File: src/rtl/chunked_min_scan_controller_pkg.sv
// Shared types and helpers for the chunked minimum-scan controller.
package min_scan_pkg;

  typedef enum logic [1:0] {
    IDLE  = 2'd0,
    SCAN  = 2'd1,
    DRAIN = 2'd2,
    DONE  = 2'd3
  } scan_state_t;

  // Address/counter width that never collapses to zero bits.
  function automatic int clog2_min1(input int n);
    return (n <= 2) ? 1 : $clog2(n);
  endfunction

endpackage

File: src/rtl/chunked_min_scan_controller_lane_min_reducer.sv
// Combinational LANES-wide minimum: binary compare tree over valid lanes, lower lane wins ties.
module lane_min_reducer #(
  parameter int  DATA_WIDTH = 8,
  parameter int  LANES      = 8,
  localparam int LANE_W     = $clog2(LANES)
) (
  input  logic [LANES*DATA_WIDTH-1:0] i_values,
  input  logic [LANES-1:0]            i_valids,
  output logic                        o_any_valid,
  output logic [DATA_WIDTH-1:0]       o_min,
  output logic [LANE_W-1:0]           o_lane
);

  // Heap-ordered tree: node n has children 2n (lower lanes) and 2n+1; leaves at LANES..2*LANES-1.
  logic [DATA_WIDTH-1:0] t_min [1:2*LANES-1];
  logic                  t_vld [1:2*LANES-1];
  logic [LANE_W-1:0]     t_idx [1:2*LANES-1];

  // Reduce leaves up to the root; the right child wins only when strictly lower.
  always_comb begin
    t_min = '{default: '0};
    t_vld = '{default: 1'b0};
    t_idx = '{default: '0};
    for (int k = 0; k < LANES; k++) begin
      t_min[LANES+k] = i_values[k*DATA_WIDTH +: DATA_WIDTH];
      t_vld[LANES+k] = i_valids[k];
      t_idx[LANES+k] = LANE_W'(k);
    end
    for (int n = LANES - 1; n >= 1; n--) begin
      if (t_vld[2*n+1] && (!t_vld[2*n] || (t_min[2*n+1] < t_min[2*n]))) begin
        t_min[n] = t_min[2*n+1];
        t_idx[n] = t_idx[2*n+1];
      end else begin
        t_min[n] = t_min[2*n];
        t_idx[n] = t_idx[2*n];
      end
      t_vld[n] = t_vld[2*n] | t_vld[2*n+1];
    end
    o_any_valid = t_vld[1];
    o_min       = t_min[1];
    o_lane      = t_idx[1];
  end

endmodule

File: src/rtl/chunked_min_scan_controller.sv
// Sequenced minimum search over a banked buffer, one word per cycle, result on a valid/ready port.
// Optional MIN_SCAN_EARLY_EXIT_EN: stop issuing reads once the running minimum is a found zero.
module chunked_min_scan_controller
  import min_scan_pkg::*;
#(
  parameter int  DATA_WIDTH     = 8,
  parameter int  TOTAL_CHANNELS = 64,
  parameter int  LANES          = 8,
  localparam int NUM_CHUNKS     = (TOTAL_CHANNELS + LANES - 1) / LANES,
  localparam int ADDR_W         = clog2_min1(NUM_CHUNKS),
  localparam int IDX_WIDTH      = $clog2(TOTAL_CHANNELS)
) (
  input  logic                        clk,
  input  logic                        reset_n,
  input  logic                        start,
  input  logic [DATA_WIDTH-1:0]       default_value,
  output logic                        busy,
  output logic                        rd_en,
  output logic [ADDR_W-1:0]           rd_addr,
  input  logic [LANES*DATA_WIDTH-1:0] rd_values,
  input  logic [LANES-1:0]            rd_valids,
  output logic                        result_valid,
  input  logic                        result_ready,
  output logic [DATA_WIDTH-1:0]       result_min,
  output logic [IDX_WIDTH-1:0]        result_index,
  output logic                        result_found
);

  localparam int                LANE_W     = $clog2(LANES);
  localparam int                LAST_LANES = TOTAL_CHANNELS - (NUM_CHUNKS - 1) * LANES;
  localparam logic [ADDR_W-1:0] LAST_ADDR  = ADDR_W'(NUM_CHUNKS - 1);

  scan_state_t           r_state;
  logic                  r_busy;
  logic                  r_rd_en;
  logic [ADDR_W-1:0]     r_rd_addr;
  logic                  r_data_vld;
  logic [ADDR_W-1:0]     r_data_chunk;
  logic [DATA_WIDTH-1:0] r_acc_min;
  logic [IDX_WIDTH-1:0]  r_acc_idx;
  logic                  r_acc_found;
  logic                  r_res_valid;
  logic [DATA_WIDTH-1:0] r_res_min;
  logic [IDX_WIDTH-1:0]  r_res_idx;
  logic                  r_res_found;

  logic [LANES-1:0]      w_lane_mask;
  logic [LANES-1:0]      w_valids;
  logic                  w_word_any;
  logic [DATA_WIDTH-1:0] w_word_min;
  logic [LANE_W-1:0]     w_word_lane;
  logic [IDX_WIDTH-1:0]  w_word_idx;
  logic                  w_take;
  logic [DATA_WIDTH-1:0] w_next_min;
  logic [IDX_WIDTH-1:0]  w_next_idx;
  logic                  w_next_found;
  logic                  w_early;

  // Lanes past the end of the channel range in the final word never take part.
  always_comb begin
    w_lane_mask = '1;
    for (int k = 0; k < LANES; k++) begin
      if ((r_data_chunk == LAST_ADDR) && (k >= LAST_LANES)) begin
        w_lane_mask[k] = 1'b0;
      end else begin
        w_lane_mask[k] = 1'b1;
      end
    end
  end

  assign w_valids = rd_valids & w_lane_mask;

  lane_min_reducer #(
    .DATA_WIDTH (DATA_WIDTH),
    .LANES      (LANES)
  ) u_reducer (
    .i_values    (rd_values),
    .i_valids    (w_valids),
    .o_any_valid (w_word_any),
    .o_min       (w_word_min),
    .o_lane      (w_word_lane)
  );

  // Earlier chunks hold lower indices, so strict '<' keeps the lowest index on ties.
  assign w_word_idx   = IDX_WIDTH'({r_data_chunk, w_word_lane});
  assign w_take       = r_data_vld && w_word_any && (w_word_min < r_acc_min);
  assign w_next_min   = w_take ? w_word_min : r_acc_min;
  assign w_next_idx   = w_take ? w_word_idx : r_acc_idx;
  assign w_next_found = r_acc_found | w_take;

`ifdef MIN_SCAN_EARLY_EXIT_EN
  assign w_early = w_next_found && (w_next_min == '0);
`else
  assign w_early = 1'b0;
`endif

  // Job sequencer: read issue, one-cycle data pipeline, accumulator and result register.
  always_ff @(posedge clk or negedge reset_n) begin
    if (!reset_n) begin
      r_state      <= IDLE;
      r_busy       <= 1'b0;
      r_rd_en      <= 1'b0;
      r_rd_addr    <= '0;
      r_data_vld   <= 1'b0;
      r_data_chunk <= '0;
      r_acc_min    <= '0;
      r_acc_idx    <= '0;
      r_acc_found  <= 1'b0;
      r_res_valid  <= 1'b0;
      r_res_min    <= '0;
      r_res_idx    <= '0;
      r_res_found  <= 1'b0;
    end else begin
      r_data_vld   <= r_rd_en;
      r_data_chunk <= r_rd_addr;
      case (r_state)
        IDLE: begin
          if (start) begin
            r_state     <= SCAN;
            r_busy      <= 1'b1;
            r_rd_en     <= 1'b1;
            r_rd_addr   <= '0;
            r_acc_min   <= default_value;
            r_acc_idx   <= '0;
            r_acc_found <= 1'b0;
          end else begin
            r_rd_en <= 1'b0;
          end
        end
        SCAN: begin
          r_acc_min   <= w_next_min;
          r_acc_idx   <= w_next_idx;
          r_acc_found <= w_next_found;
          if ((r_rd_addr == LAST_ADDR) || w_early) begin
            r_rd_en <= 1'b0;
            r_state <= DRAIN;
          end else begin
            r_rd_addr <= r_rd_addr + ADDR_W'(1);
          end
        end
        DRAIN: begin
          r_acc_min   <= w_next_min;
          r_acc_idx   <= w_next_idx;
          r_acc_found <= w_next_found;
          if (!r_data_vld) begin
            r_state     <= DONE;
            r_res_valid <= 1'b1;
            r_res_min   <= r_acc_min;
            r_res_idx   <= r_acc_found ? r_acc_idx : '0;
            r_res_found <= r_acc_found;
          end else begin
            r_state <= DRAIN;
          end
        end
        DONE: begin
          if (result_ready) begin
            r_res_valid <= 1'b0;
            r_busy      <= 1'b0;
            r_state     <= IDLE;
          end else begin
            r_state <= DONE;
          end
        end
        default: begin
          r_state     <= IDLE;
          r_busy      <= 1'b0;
          r_rd_en     <= 1'b0;
          r_res_valid <= 1'b0;
        end
      endcase
    end
  end

  assign busy         = r_busy;
  assign rd_en        = r_rd_en;
  assign rd_addr      = r_rd_addr;
  assign result_valid = r_res_valid;
  assign result_min   = r_res_min;
  assign result_index = r_res_idx;
  assign result_found = r_res_found;

endmodule

File: config.mk
export PLATFORM = sky130hd
export DESIGN_NAME = chunked_min_scan_controller
export DESIGN_NICKNAME = d
export VERILOG_FILES = /design/src/rtl/chunked_min_scan_controller_pkg.sv /design/src/rtl/chunked_min_scan_controller_lane_min_reducer.sv /design/src/rtl/chunked_min_scan_controller.sv
export SDC_FILE = /design/constraint.sdc
export NUM_CORES = 1
export LEC_CHECK = 0
export BUFFER_PORTS_ARGS = -buffer_cell sky130_fd_sc_hd__buf_2
export CELL_PAD_IN_SITES_DETAIL_PLACEMENT = 1
export CELL_PAD_IN_SITES_GLOBAL_PLACEMENT = 1
export CORE_MARGIN = 5
export CORE_UTILIZATION = 41
export DETAILED_ROUTE_END_ITERATION = 16
export PLACE_DENSITY_LB_ADDON = 0.1
export SLEW_MARGIN = 40
export SYNTH_ARGS = -nofsm -noshare
export SYNTH_HDL_FRONTEND = slang
export SYNTH_SLANG_ARGS = --single-unit
export TNS_END_PERCENT = 20
File: constraint.sdc
create_clock -name clk -period 3.05 [get_ports clk]
set_input_delay 0.61 -clock clk [delete_from_list [all_inputs] [get_ports clk]]
set_output_delay 0.61 -clock clk [all_outputs]
set_load 0.01 [all_outputs]
==> impl_metrics.ini, run 1 <==
[clock_tree]
htreeDepth = 2
clockBufferDepth = 2
clockRootBuffer = clkbuf_8
hold_buffers = 0
cts.sinks = 42
cts_inserted_buffers = 5

[floorplanning]
die_h_um = 113.1
fp.dieW_um = 113.1
core.rowCount = 37
io_pins = 105
initial_core_util_pct = 42.04

[logic_synthesis]
syn_nets = 657
yosysWarnings = 0
synth_async_sr_flop_share_pct = 100.0
synth_cell_types = 64
ys_top_cells_by_area = dfrtp_1, ha_1, mux2i_1
ys_seq_elements = 42
synth_top_flop_cell = dfrtp_1
syn_area_um2 = 4359
ys_seq_area_share_pct = 24.11
yosysTopAreaCell = dfrtp_1
synth_edf_count = 0
syn_avg_cell_area_um2 = 8.481
yosysTopAreaCellShare_pct = 24.11
syn_inst = 514

[run_status]
flow.stopped_at = 5_1_grt
outcome = aborted with a tool error
error_line = [ERROR GRT-0232] Routing congestion too high. Check the congestion heatmap in the GUI.

[placed_design]
place_inst = 928
placement.io_buffers = 104
dp_hpwl_mm = 15.53
gp_congestion = 0.9031
place_area_um2 = 6549

[sta]
worst_endpoint = r_acc_min[6]$_DFFE_PN0P_/D
worst-ep-kind = register input

[grt]
grt_max_degree = 43
gr-usage-all-layers_pct = 81.89
overflow = 293
==> metrics by stage <==
step / util (%) / setup slack, ps / hold WS [ps]
floorplan: - / -3970 / 314.4
detailed placement: 63.15 / -5127 / 424.7
global placement: 63.13 / -4441 / 424.5
CTS: 71.40 / -4135 / 296.2
==> timing repair <==
item,in CTS
buffers inserted,21
resized for setup,110
cloned,2
pin swaps,32
endpoints found under the setup margin,15
==> cell families after synthesis <==
group | synth area share, %
AO/OA/AOI/OAI | 25.52
AND/OR/NAND/NOR | 14.90
adder cells (fa/ha/maj) | 17.16
buffers and inverters | 6.573
flip-flops | 24.11
multiplexers | 11.74
==> metal layers <==
layer | track usage, % | GRT overflow
met2 | 98.62 | 190
met5 | 22.75 | 0
met4 | 86.38 | 100
met1 | 79.29 | 1
met3 | 68.50 | 2
==> cell usage after synthesis (3+ instances only) <==
master / number
a211oi_1: 4
a21o_1: 10
a21oi_1: 24
a221oi_1: 3
a22o_1: 9
and3_1: 7
clkbuf_1: 6
dfrtp_1: 42
ha_1: 59
inv_1: 62
mux2_2: 4
mux2i_1: 44
nand2_1: 49
nand2b_1: 7
nand3_1: 10
nand4_1: 4
nor2_1: 26
nor2b_1: 5
nor3_1: 6
nor4_1: 3
o2111ai_1: 4
o211ai_1: 4
o21a_1: 10
o21ai_0: 34
o21ai_1: 5
o221ai_1: 5
o22ai_1: 3
o2bb2ai_1: 3
o311ai_0: 7
o31ai_2: 3
or2_2: 3
or3_1: 6
==> run 2, diff against run 1 <==
- CELL_PAD_IN_SITES_DETAIL_PLACEMENT: 1 -> default
- CELL_PAD_IN_SITES_GLOBAL_PLACEMENT: 1 -> default
- CORE_UTILIZATION: 41 -> 34
- PLACE_DENSITY_LB_ADDON: 0.1 -> 0.15
==> run 2 against run 1 <==
Net effect: the flow now finishes, with violations (negative setup slack); synthesized cell count did not move; synthesized area is the same.
==> impl_metrics.ini, run 2 <==
[cells_and_area]
layout_commonest_cell = buf_4
utilization_pct = 59.58
multi_input_comb_area_um2 = 3585
diodes = 0
fin_nets = 975
final_cell_area_um2 = 7518
final_cells = 1005
final_cell_mix = buf_4, buf_2, inv_1
syn2layout_area_growth_pct = 72.47
drive_gt1_share_pct = 50.54
final.fill_count = 1154
seq_area_um2 = 1051

[setup_path]
slowest_delay_ps = 440
timing.rr.start = r_state[1]$_DFFE_PN0P_
end_kind = flip-flop
worstPathMaxFanout = 6
critPathKind = primary input to flip-flop
arrival_ps = 7200
critPathLaunch = rd_values[7]
required_ps = 3220
reg2reg_depth = 9
cp_common_cell = ha_4
critPathSlowestCell = o31a_4
setup.worst_path.start_class = primary input

[sta]
setup_viol = 15
period_minus_slack_ps = 7035
fin_ws_ps = -3985
final.period_utilization_pct = 230.6
whs_ps = 312.2
fin_skew_ps = 4.872
slew_violations = 0
tightest_slew_ps = 695.0
setup_tns_ps = -58890
relSlewSlack_pct = 53.67
rsz0062_at_grt = yes
fmax_mhz = 142.2
hold_viol = 0

[routing]
wl_per_cell_um = 14.57
dr_total_vias = 5002
wl_met1_mm = 6.606
dr.pass1.iters = 4
routed-wl-met2_mm = 7.351
antenna_left = 0
vias_per_cell = 4.977
dr_wl_met3_um = 418
top_layer = met4
drtIter0Drc = 137
drc = 0
drt_wl_total_mm = 14.64

[floorplanning]
die_area_um2 = 15190
initial_core_util_pct = 34.54
fp.dieW_um = 123.2
die_h_um = 123.2
io_pins = 105
core_area_um2 = 12620
core.rowCount = 41

[placed_design]
post-place-ws_ps = -4559
place_area_um2 = 6626
gp_congestion = 0.9305
dp_hpwl_mm = 11.91
place_inst = 970
placement.io_buffers = 104

[grt]
grt_max_degree = 43
antenna_found_initial = 0
grt_pass1_wl_mm = 23.78
gr-usage-all-layers_pct = 19.04
grt_pass1_vias = 5193
overflow = 0

[logic_synthesis]
synth_most_common_cell = inv_1
ys_seq_elements = 42
syn_inst = 514
yosysWarnings = 0
yosysTopAreaCell = dfrtp_1
synth_async_sr_flop_share_pct = 100.0
ys_top_cells_by_area = dfrtp_1, ha_1, mux2i_1
syn_avg_cell_area_um2 = 8.481
ys_seq_area_share_pct = 24.11
yosysTopAreaCellShare_pct = 24.11
syn_nets = 657
synthTopCellsByCount = inv_1, ha_1, nand2_1, mux2i_1, dfrtp_1
syn_area_um2 = 4359
synth_top_flop_cell = dfrtp_1
synth_cell_types = 64
synth_edf_count = 0

[pwr]
irDropWorstVdd_mv = 0.3465
leakage_nw = 3.855
power_mw = 4.723
power_density_nw_per_um2 = 628.2

[clock_tree]
cts_inserted_buffers = 5
clockBufferDepth = 2
htreeDepth = 2
clockRootBuffer = clkbuf_16
clk_latency_ps = 280
cts.sinks = 42
clkSlewWorstSetupHoldPaths_ps = 60
cts_tree = done

[run_status]
violations = negative setup slack
outcome = finished, violations left

[job]
maxCapViolCount = 0

[hold_path]
holdCritPathClass = primary input to asynchronous set/reset pin
-- run 2: metal layers --
layer / up-vias / track usage (%)
li1: 2528 / -
met1: 2370 / 24.27
met2: 82 / 34.25
met3: 22 / 2.425
met4: 0 / 4.221
met5: - / 0
-- run 2: kinds of logic (layout without fill, tap and decap cells) --
kind of cell	Yosys count	in the layout	synth area share (%)
adder cells (fa/ha/maj)	60	60	17.16
flip-flops	42	42	24.11
buffers and inverters	73	392	6.573
multiplexers	50	50	11.74
AO/OA/AOI/OAI	154	154	25.52
AND/OR/NAND/NOR	135	135	14.90
-- run 2: final cells by class --
cell class | instances | area share (%)
Inverter | 63 | 3.378
Tap cell | 172 | 2.862
Sequential cell | 42 | 13.98
Timing Repair Buffer | 321 | 29.89
Clock buffer | 8 | 2.213
Multi-Input combinational cell | 399 | 47.68
-- run 2: power by group --
part | switching, mW | total [mW] | internal [mW]
combinational | 1.55 | 3.18 | 1.62
clock | 0.198 | 0.568 | 0.370
sequential | 0.176 | 0.977 | 0.801
total | 1.93 | 4.72 | 2.80
-- run 2: repair_timing --
action / CTS / global route
setup buffers: 21 / 6
pin swaps: 33 / 28
hold buffers: 0 / 0
endpoints found under the setup margin: 15 / 15
resized for setup: 63 / 35
-- run 2: final timing paths --
path,slack (ps),end
setup / recovery,-3980,r_acc_idx[2]$_DFFE_PN0P_
hold / removal,310,result_found$_DFFE_PN0P_
max in group asynchronous,2370,r_data_chunk[0]$_DFF_PN0_
min in group clk,420,r_data_vld$_DFF_PN0_
hold reg to reg,420,r_data_vld$_DFF_PN0_
setup reg to reg,290,r_acc_idx[2]$_DFFE_PN0P_
-- run 2: critical path, delay by kind of cell --
kind                       cells  cell delay [ps]
AOI/OAI and AO/OA             16             2950
and+or+nand+nor                7             1270
adders and majority gates      4              960
muxes                          3              800
buffers and inverters          6              600
Power figures use the tool's default switching activity.
